$ cat src/rtl/pcie_dll_rx_if.sv
// pcie_dll_rx_if: bundles the frame input, TLP output and Ack/Nak request
// channels of the DLL receive stage, plus a debug view of the scheduler state.
// Optional error counters appear when PCIE_DLL_RX_ERR_CNT_EN is defined.
//
// Handshake rule for all three channels: a transfer happens on the rising clock
// edge where valid and ready are both 1. A source holds valid and its data stable
// until that edge. Ready may depend combinationally on the sink's own state.
interface pcie_dll_rx_if #(
  parameter int TLP_W = 224
) ();
  logic                 dll_valid_i;
  logic [TLP_W+47:0]    dll_frame_i;
  logic                 dll_ready_o;
  logic                 tlp_valid_o;
  logic [TLP_W-1:0]     tlp_o;
  logic                 tlp_ready_i;
  logic                 ack_valid_o;
  logic                 ack_nak_o;
  logic [11:0]          ack_seq_o;
  logic                 ack_ready_i;
  logic [1:0]           dbg_state_o;
`ifdef PCIE_DLL_RX_ERR_CNT_EN
  logic [15:0]          lcrc_err_cnt_o;
  logic [15:0]          seq_err_cnt_o;
  logic [15:0]          dup_cnt_o;

  modport slave (
    input  dll_valid_i, dll_frame_i, tlp_ready_i, ack_ready_i,
    output dll_ready_o, tlp_valid_o, tlp_o, ack_valid_o, ack_nak_o, ack_seq_o,
           dbg_state_o, lcrc_err_cnt_o, seq_err_cnt_o, dup_cnt_o
  );
  modport master (
    output dll_valid_i, dll_frame_i, tlp_ready_i, ack_ready_i,
    input  dll_ready_o, tlp_valid_o, tlp_o, ack_valid_o, ack_nak_o, ack_seq_o,
           dbg_state_o, lcrc_err_cnt_o, seq_err_cnt_o, dup_cnt_o
  );
`else
  modport slave (
    input  dll_valid_i, dll_frame_i, tlp_ready_i, ack_ready_i,
    output dll_ready_o, tlp_valid_o, tlp_o, ack_valid_o, ack_nak_o, ack_seq_o,
           dbg_state_o
  );
  modport master (
    output dll_valid_i, dll_frame_i, tlp_ready_i, ack_ready_i,
    input  dll_ready_o, tlp_valid_o, tlp_o, ack_valid_o, ack_nak_o, ack_seq_o,
           dbg_state_o
  );
`endif
endinterface

$ cat src/rtl/pcie_dll_rx.sv
// pcie_dll_rx: Data Link Layer receive stage. Checks LCRC and sequence number
// of incoming frames, forwards good TLPs through a one-entry output register,
// and schedules Ack/Nak DLLPs with coalescing, timeout and Nak-once behaviour.
// Optional macro PCIE_DLL_RX_ERR_CNT_EN adds saturating LCRC-error,
// sequence-error and duplicate counters on the interface.
module pcie_dll_rx #(
  parameter int TLP_W        = 224,
  parameter int ACK_COALESCE = 4,
  parameter int ACK_TIMEOUT  = 64
) (
  input  logic         clk,
  input  logic         rst_n,
  pcie_dll_rx_if.slave bus
);

  typedef enum logic [1:0] {
    S_IDLE = 2'd0,
    S_PEND = 2'd1,
    S_SEND = 2'd2
  } state_t;

  // CRC-32 (poly 0x04C11DB7, init all-ones) shifted MSB-first, result inverted
  function automatic logic [31:0] f_crc(input logic [TLP_W+15:0] d);
    logic [31:0] c;
    logic        fb;
    c = 32'hFFFF_FFFF;
    for (int i = TLP_W + 15; i >= 0; i--) begin
      fb = c[31] ^ d[i];
      c  = {c[30:0], 1'b0};
      if (fb) c = c ^ 32'h04C1_1DB7;
    end
    return ~c;
  endfunction

  state_t           r_state;
  logic [11:0]      r_next_seq;
  logic             r_nak_sched;
  logic [7:0]       r_pend_cnt;
  logic [9:0]       r_timer;
  logic             r_q_nak;
  logic             r_q_ack;
  logic             r_tlp_valid;
  logic [TLP_W-1:0] r_tlp;
  logic             r_ack_valid;
  logic             r_ack_nak;
  logic [11:0]      r_ack_seq;

  logic             w_dll_ready;
  logic             w_accept;
  logic             w_crc_ok;
  logic [11:0]      w_seq;
  logic [11:0]      w_dist;
  logic             w_good;
  logic             w_dup;
  logic             w_ahead;
  logic             w_nak_req;
  logic [11:0]      w_next_seq_n;
  logic [11:0]      w_ack_seq;
  logic [7:0]       w_pend_n;
  logic             w_coal_hit;
  logic             w_enter_send;
  logic             w_enter_nak;

  assign w_dll_ready  = !r_tlp_valid || bus.tlp_ready_i;
  assign w_accept     = bus.dll_valid_i && w_dll_ready;
  assign w_crc_ok     = (f_crc(bus.dll_frame_i[TLP_W+47:32]) == bus.dll_frame_i[31:0]);
  assign w_seq        = bus.dll_frame_i[TLP_W+43:TLP_W+32];
  assign w_dist       = r_next_seq - w_seq;
  assign w_good       = w_accept && w_crc_ok && (w_dist == 12'd0);
  assign w_dup        = w_accept && w_crc_ok && (w_dist != 12'd0) && (w_dist <= 12'd2048);
  assign w_ahead      = w_accept && w_crc_ok && (w_dist > 12'd2048);
  // A bad or out-of-order frame asks for a Nak only once until a good frame arrives
  assign w_nak_req    = ((w_accept && !w_crc_ok) || w_ahead) && !r_nak_sched;
  // Ack seq reflects a good frame accepted on the same edge
  assign w_next_seq_n = r_next_seq + {11'd0, w_good};
  assign w_ack_seq    = w_next_seq_n - 12'd1;
  assign w_pend_n     = (w_good && r_pend_cnt != 8'hFF) ? r_pend_cnt + 8'd1 : r_pend_cnt;
  assign w_coal_hit   = (w_pend_n >= 8'(ACK_COALESCE));

  assign bus.dll_ready_o = w_dll_ready;
  assign bus.tlp_valid_o = r_tlp_valid;
  assign bus.tlp_o       = r_tlp;
  assign bus.ack_valid_o = r_ack_valid;
  assign bus.ack_nak_o   = r_ack_nak;
  assign bus.ack_seq_o   = r_ack_seq;
  assign bus.dbg_state_o = r_state;

  // Decide whether the scheduler (re)enters SEND this cycle and with which type
  always_comb begin
    w_enter_send = 1'b0;
    w_enter_nak  = 1'b0;
    case (r_state)
      S_IDLE, S_PEND: begin
        w_enter_send = w_nak_req || w_dup || w_coal_hit ||
                       (r_state == S_PEND && r_timer == 10'(ACK_TIMEOUT - 1));
        w_enter_nak  = w_nak_req;
      end
      S_SEND: begin
        w_enter_send = bus.ack_ready_i && (r_q_nak || w_nak_req || r_q_ack || w_dup);
        w_enter_nak  = r_q_nak || w_nak_req;
      end
      default: begin
        w_enter_send = 1'b0;
        w_enter_nak  = 1'b0;
      end
    endcase
  end

  // Receive sequence tracking and Nak-once flag
  always_ff @(posedge clk or negedge rst_n) begin
    if (!rst_n) begin
      r_next_seq  <= 12'd0;
      r_nak_sched <= 1'b0;
    end else begin
      r_next_seq <= w_next_seq_n;
      if (w_good)         r_nak_sched <= 1'b0;
      else if (w_nak_req) r_nak_sched <= 1'b1;
    end
  end

  // One-entry TLP output register; a good frame always loads it
  always_ff @(posedge clk or negedge rst_n) begin
    if (!rst_n) begin
      r_tlp_valid <= 1'b0;
      r_tlp       <= '0;
    end else if (w_good) begin
      r_tlp_valid <= 1'b1;
      r_tlp       <= bus.dll_frame_i[TLP_W+31:32];
    end else if (bus.tlp_ready_i) begin
      r_tlp_valid <= 1'b0;
    end
  end

  // Ack/Nak scheduler: coalesce, time out, queue events while a DLLP is pending
  always_ff @(posedge clk or negedge rst_n) begin
    if (!rst_n) begin
      r_state     <= S_IDLE;
      r_pend_cnt  <= 8'd0;
      r_timer     <= 10'd0;
      r_q_nak     <= 1'b0;
      r_q_ack     <= 1'b0;
      r_ack_valid <= 1'b0;
      r_ack_nak   <= 1'b0;
      r_ack_seq   <= 12'd0;
    end else if (w_enter_send) begin
      r_state     <= S_SEND;
      r_ack_valid <= 1'b1;
      r_ack_nak   <= w_enter_nak;
      r_ack_seq   <= w_ack_seq;
      r_pend_cnt  <= 8'd0;
      r_timer     <= 10'd0;
      r_q_nak     <= 1'b0;
      r_q_ack     <= 1'b0;
    end else begin
      case (r_state)
        S_IDLE: begin
          if (w_good) begin
            r_state    <= S_PEND;
            r_pend_cnt <= w_pend_n;
            r_timer    <= 10'd0;
          end
        end
        S_PEND: begin
          r_pend_cnt <= w_pend_n;
          r_timer    <= r_timer + 10'd1;
        end
        S_SEND: begin
          r_pend_cnt <= w_pend_n;
          if (bus.ack_ready_i) begin
            r_ack_valid <= 1'b0;
            r_timer     <= 10'd0;
            r_state     <= (w_pend_n != 8'd0) ? S_PEND : S_IDLE;
          end else begin
            r_q_nak <= r_q_nak || w_nak_req;
            r_q_ack <= r_q_ack || w_dup;
          end
        end
        default: r_state <= S_IDLE;
      endcase
    end
  end

`ifdef PCIE_DLL_RX_ERR_CNT_EN
  logic [15:0] r_lcrc_err_cnt;
  logic [15:0] r_seq_err_cnt;
  logic [15:0] r_dup_cnt;

  assign bus.lcrc_err_cnt_o = r_lcrc_err_cnt;
  assign bus.seq_err_cnt_o  = r_seq_err_cnt;
  assign bus.dup_cnt_o      = r_dup_cnt;

  // Saturating counters per discarded-frame class
  always_ff @(posedge clk or negedge rst_n) begin
    if (!rst_n) begin
      r_lcrc_err_cnt <= 16'd0;
      r_seq_err_cnt  <= 16'd0;
      r_dup_cnt      <= 16'd0;
    end else begin
      if (w_accept && !w_crc_ok && r_lcrc_err_cnt != 16'hFFFF) r_lcrc_err_cnt <= r_lcrc_err_cnt + 16'd1;
      if (w_ahead && r_seq_err_cnt != 16'hFFFF)                r_seq_err_cnt  <= r_seq_err_cnt + 16'd1;
      if (w_dup && r_dup_cnt != 16'hFFFF)                      r_dup_cnt      <= r_dup_cnt + 16'd1;
    end
  end
`endif

endmodule

$ cat src/flat_wrapper.sv
// flat-port wrapper written by rule: the top's interface ports become plain ports
module pcie_dll_rx_flat 
#(
  parameter int TLP_W        = 224,
  parameter int ACK_COALESCE = 4,
  parameter int ACK_TIMEOUT  = 64
)
  (clk, rst_n, bus_dll_valid_i, bus_dll_frame_i, bus_tlp_ready_i, bus_ack_ready_i, bus_dll_ready_o, bus_tlp_valid_o, bus_tlp_o, bus_ack_valid_o, bus_ack_nak_o, bus_ack_seq_o, bus_dbg_state_o);
  pcie_dll_rx_if #(.TLP_W(TLP_W)) bus_i ();
  input  logic clk;
  input  logic rst_n;
  input wire logic [$bits(bus_i.dll_valid_i)-1:0] bus_dll_valid_i;
  input wire logic [$bits(bus_i.dll_frame_i)-1:0] bus_dll_frame_i;
  input wire logic [$bits(bus_i.tlp_ready_i)-1:0] bus_tlp_ready_i;
  input wire logic [$bits(bus_i.ack_ready_i)-1:0] bus_ack_ready_i;
  output wire logic [$bits(bus_i.dll_ready_o)-1:0] bus_dll_ready_o;
  output wire logic [$bits(bus_i.tlp_valid_o)-1:0] bus_tlp_valid_o;
  output wire logic [$bits(bus_i.tlp_o)-1:0] bus_tlp_o;
  output wire logic [$bits(bus_i.ack_valid_o)-1:0] bus_ack_valid_o;
  output wire logic [$bits(bus_i.ack_nak_o)-1:0] bus_ack_nak_o;
  output wire logic [$bits(bus_i.ack_seq_o)-1:0] bus_ack_seq_o;
  output wire logic [$bits(bus_i.dbg_state_o)-1:0] bus_dbg_state_o;
  assign bus_i.dll_valid_i = bus_dll_valid_i;
  assign bus_i.dll_frame_i = bus_dll_frame_i;
  assign bus_i.tlp_ready_i = bus_tlp_ready_i;
  assign bus_i.ack_ready_i = bus_ack_ready_i;
  assign bus_dll_ready_o = bus_i.dll_ready_o;
  assign bus_tlp_valid_o = bus_i.tlp_valid_o;
  assign bus_tlp_o = bus_i.tlp_o;
  assign bus_ack_valid_o = bus_i.ack_valid_o;
  assign bus_ack_nak_o = bus_i.ack_nak_o;
  assign bus_ack_seq_o = bus_i.ack_seq_o;
  assign bus_dbg_state_o = bus_i.dbg_state_o;
  pcie_dll_rx #(.TLP_W(TLP_W), .ACK_COALESCE(ACK_COALESCE), .ACK_TIMEOUT(ACK_TIMEOUT)) u_core (.clk(clk), .rst_n(rst_n), .bus(bus_i));
endmodule
$ cat config.mk
export PLATFORM = sky130hd
export DESIGN_NAME = pcie_dll_rx_flat
export DESIGN_NICKNAME = d
export VERILOG_FILES = /design/src/rtl/pcie_dll_rx_if.sv /design/src/rtl/pcie_dll_rx.sv /design/src/flat_wrapper.sv
export SDC_FILE = /design/constraint.sdc
export NUM_CORES = 2
export LEC_CHECK = 0
export CAP_MARGIN = 20
export CORE_MARGIN = 2
export CORE_UTILIZATION = 50
export CTS_CLUSTER_DIAMETER = 50
export DETAILED_ROUTE_END_ITERATION = 8
export PLACE_DENSITY = 0.75
export SYNTH_ARGS = -nofsm -noshare
export SYNTH_HDL_FRONTEND = slang
export SYNTH_SLANG_ARGS = --single-unit
$ cat constraint.sdc
create_clock -name clk -period 5.6 [get_ports clk]
set_clock_uncertainty 0.15 [all_clocks]
set_input_delay 1.4 -clock clk [delete_from_list [all_inputs] [get_ports clk]]
set_output_delay 1.4 -clock clk [all_outputs]
set_load 0.005 [all_outputs]
==> flow_metrics.tcl <==
set metrics [dict create \
    cts-hold-fix-buffers 0 \
    die_x_um 300 \
    core_um2 86900 \
    end_kind "flip-flop" \
    drt-initial-drc-count 2937 \
    port_buffers 518 \
    timing.final.ws_setup_ns -15.50 \
    grt_max_degree 119 \
    regArea_um2 6860 \
    cts_buffers 40 \
    synthSimpleGateAreaFrac_pct 2.22 \
    syn2layout_area_growth_pct 58.6 \
    syn_nets 3343 \
    grt_pass1_vias 35600 \
    fill_cells 4406 \
    syn_area_per_cell_um2 14.4 \
    cts-root-buf "clkbuf_16" \
    critPathRequiredTime_ns 5.98 \
    yosys.area.top_type "xnor3_1" \
    outcome "finished with violations" \
    drt-wirelength-per-cell_um 25.9 \
    cpPeakStageDelay_ns 0.54 \
    drt_wl_total_um 165000 \
    finalCritPeriodShare_pct 377 \
    cp-start-kind "primary input" \
    ys_types 70 \
    ys_seq_area_share_pct 15.6 \
    syn_inst 3049 \
    initial_core_util_pct 50.5 \
    yosysWarnings 0 \
    drv_slew 0 \
    syn-cell-area_um2 43900 \
    dr.pass1.iters 5 \
    synth-main-ff-cell "dfrtp_1" \
    rows 108 \
    place.gp.congestion 0.986 \
    relSlewSlack_pct 45.0 \
    grt_pass1_wl_um 225000 \
    clk_pin_slew_ns 0.05 \
    fp.dieH_um 300 \
    synth_top_family_by_area "XOR/XNOR gates" \
    fin_nets 5464 \
    insertion_delay_ns 0.64 \
    synthTopCellsByArea "xnor3_1 33%, xnor2_1 16%, dfrtp_1 16%, xor2_1 7.1%, mux2_2 6.0%" \
    htree_levels 2 \
    synth_top_area_share_pct 33.1 \
    ant_nets 0 \
    hold_viol 0 \
    vias_per_cell 5.38 \
    cts_tree "done" \
    synth_seq_cells 274 \
    placed_area_um2 63000 \
    finalSetupViolCount 274 \
    drcViolationCount 0 \
    path_max_fanout 7 \
    async_flop_share_pct 100 \
    dp_hpwl_um 120000 \
    grtUsageTotal_pct 33.6 \
    rsz0062_at_grt "true" \
    whs_ns 0.341 \
    hold_path_class "reg2reg" \
    path_class "in2reg" \
    cts_buffer_depth 3 \
    die_area_um2 90200 \
    synth_xor_area_share_pct 72.9 \
    worst_path_most_repeated_cell "buf_4" \
    synth_common_cells "818 x xnor2_1, 645 x xnor3_1, 357 x xor2_1, 274 x dfrtp_1, 234 x mux2_2" \
    arrival_ns 21.48 \
    yosysMostFrequentCell "xnor2_1" \
    slowest_stage "or4_4" \
    final_cell_area_um2 69600 \
    vias 34200 \
    max_freq_mhz 47.4 \
    max_cap_violations 0 \
    r2r_setup_slack_ns -0.03 \
    synth_compound_area_share_pct 1.46 \
    min_period_ns 21.10 \
    violations "setup timing" \
    worst_pin_slew_ns 0.825 \
    yosys.area_share.adder_pct 0.501 \
    cts.sinks 274 \
    ios 519 \
    grt-ovfl-total 0 \
    synth_edf_count 0 \
    dpl_worst_slack_ns -16.32 \
    synth.mux.area_fraction_pct 6.24 \
    drive_above_1_share_pct 53.7 \
    antenna_found_initial 1 \
    multiInputGateArea_um2 41400 \
]
layout make-up:
cell class	count	area share [%]
Antenna cell	1	0.00359
Clock buffer	50	1.59
Clock inverter	20	0.356
Inverter	32	0.172
Multi-Input combinational cell	2681	59.5
Sequential cell	274	9.85
Tap cell	1155	2.08
Timing Repair Buffer	2141	26.5
worst max-delay path: cells and delay by family:
kind                      cells  cell delay, ns
xor gates and xnor gates     41           14.18
buffers and inverters        21            3.76
and+or+nand+nor               3            1.02
AOI/OAI and AO/OA             4            0.99
muxes                         1            0.10
layout by cell type, fill, tap and decap left out, types with 30 or more instances in the layout:
| master | count |
|---|---|
| xor2_2 | 68 |
| dfrtp_1 | 274 |
| buf_6 | 52 |
| inv_1 | 30 |
| xnor2_2 | 189 |
| clkdlybuf4s50_1 | 508 |
| mux2_2 | 230 |
| buf_4 | 1501 |
| nor2_1 | 40 |
| xnor3_1 | 430 |
| xnor2_1 | 607 |
| xor2_4 | 74 |
| buf_12 | 66 |
| xor3_1 | 37 |
| xnor3_2 | 292 |
| xor2_1 | 260 |
| xnor2_4 | 128 |
| clkbuf_16 | 41 |
| xor3_2 | 67 |
cell families (layout without fill, tap and decap cells):
family / Yosys count / in the layout
AO/OA/AOI/OAI: 77 / 78
XOR/XNOR: 2153 / 2153
adder cells (fa/ha/maj): 17 / 17
buffers and inverters: 96 / 2243
flip-flops: 274 / 274
multiplexers: 244 / 244
other: 0 / 1
AND/OR/NAND/NOR: 188 / 189
worst paths after layout:
check | startpoint | to | depth (start not counted)
min reg2reg | u_core.r_nak_sched | u_core.r_nak_sched | 2
max | bus_dll_frame_i[260] | u_core.bus.ack_seq_o[1] | 70
max reg2reg | u_core.r_next_seq[1] | u_core.bus.ack_seq_o[10] | 27
max in group asynchronous | rst_n | u_core.bus.tlp_o[210] | 2
min in group asynchronous | rst_n | u_core.bus.tlp_o[128] | 1
min | u_core.r_nak_sched | u_core.r_nak_sched | 2
timing repair:
item	4_1_cts	5_1_grt
setup endpoints to repair	274	274
buffers inserted	204	90
gates cloned	2	0
gates resized for setup	332	159
pin swaps	131	57
flip-flops by register name, indices dropped and copies added (netlist names), 2 cells and up:
name / flops
u_core.bus.tlp_o: 224
u_core.r_next_seq: 12
u_core.r_pend_cnt: 8
u_core.r_timer: 10
u_core.bus.dbg_state_o: 2
u_core.bus.ack_seq_o: 12
per-stage QoR:
stage,TNS (ns),std cells,utilization (%)
final,-4144.39,6354,80.1
after global routing,-4215.69,6354,80.1
after CTS,-3919.04,6263,78.1
after detailed placement,-4357.10,5987,72.5
after global placement,-4310.58,5987,72.5
after floorplan,-3844.48,3049,-
per-layer routing:
layer  track usage (%)  part of all wire, %  vias to the layer above
met1              43.1                   38                    17300
met2              57.8                   50                     1750
li1                  -                    -                    14700
met4              10.0                  4.4                        0
met5                 0                    0                        -
met3              6.53                  8.3                      445
Power is not shown: default switching activity piles up to over one toggle a cycle in this logic, so the estimate is an artifact.
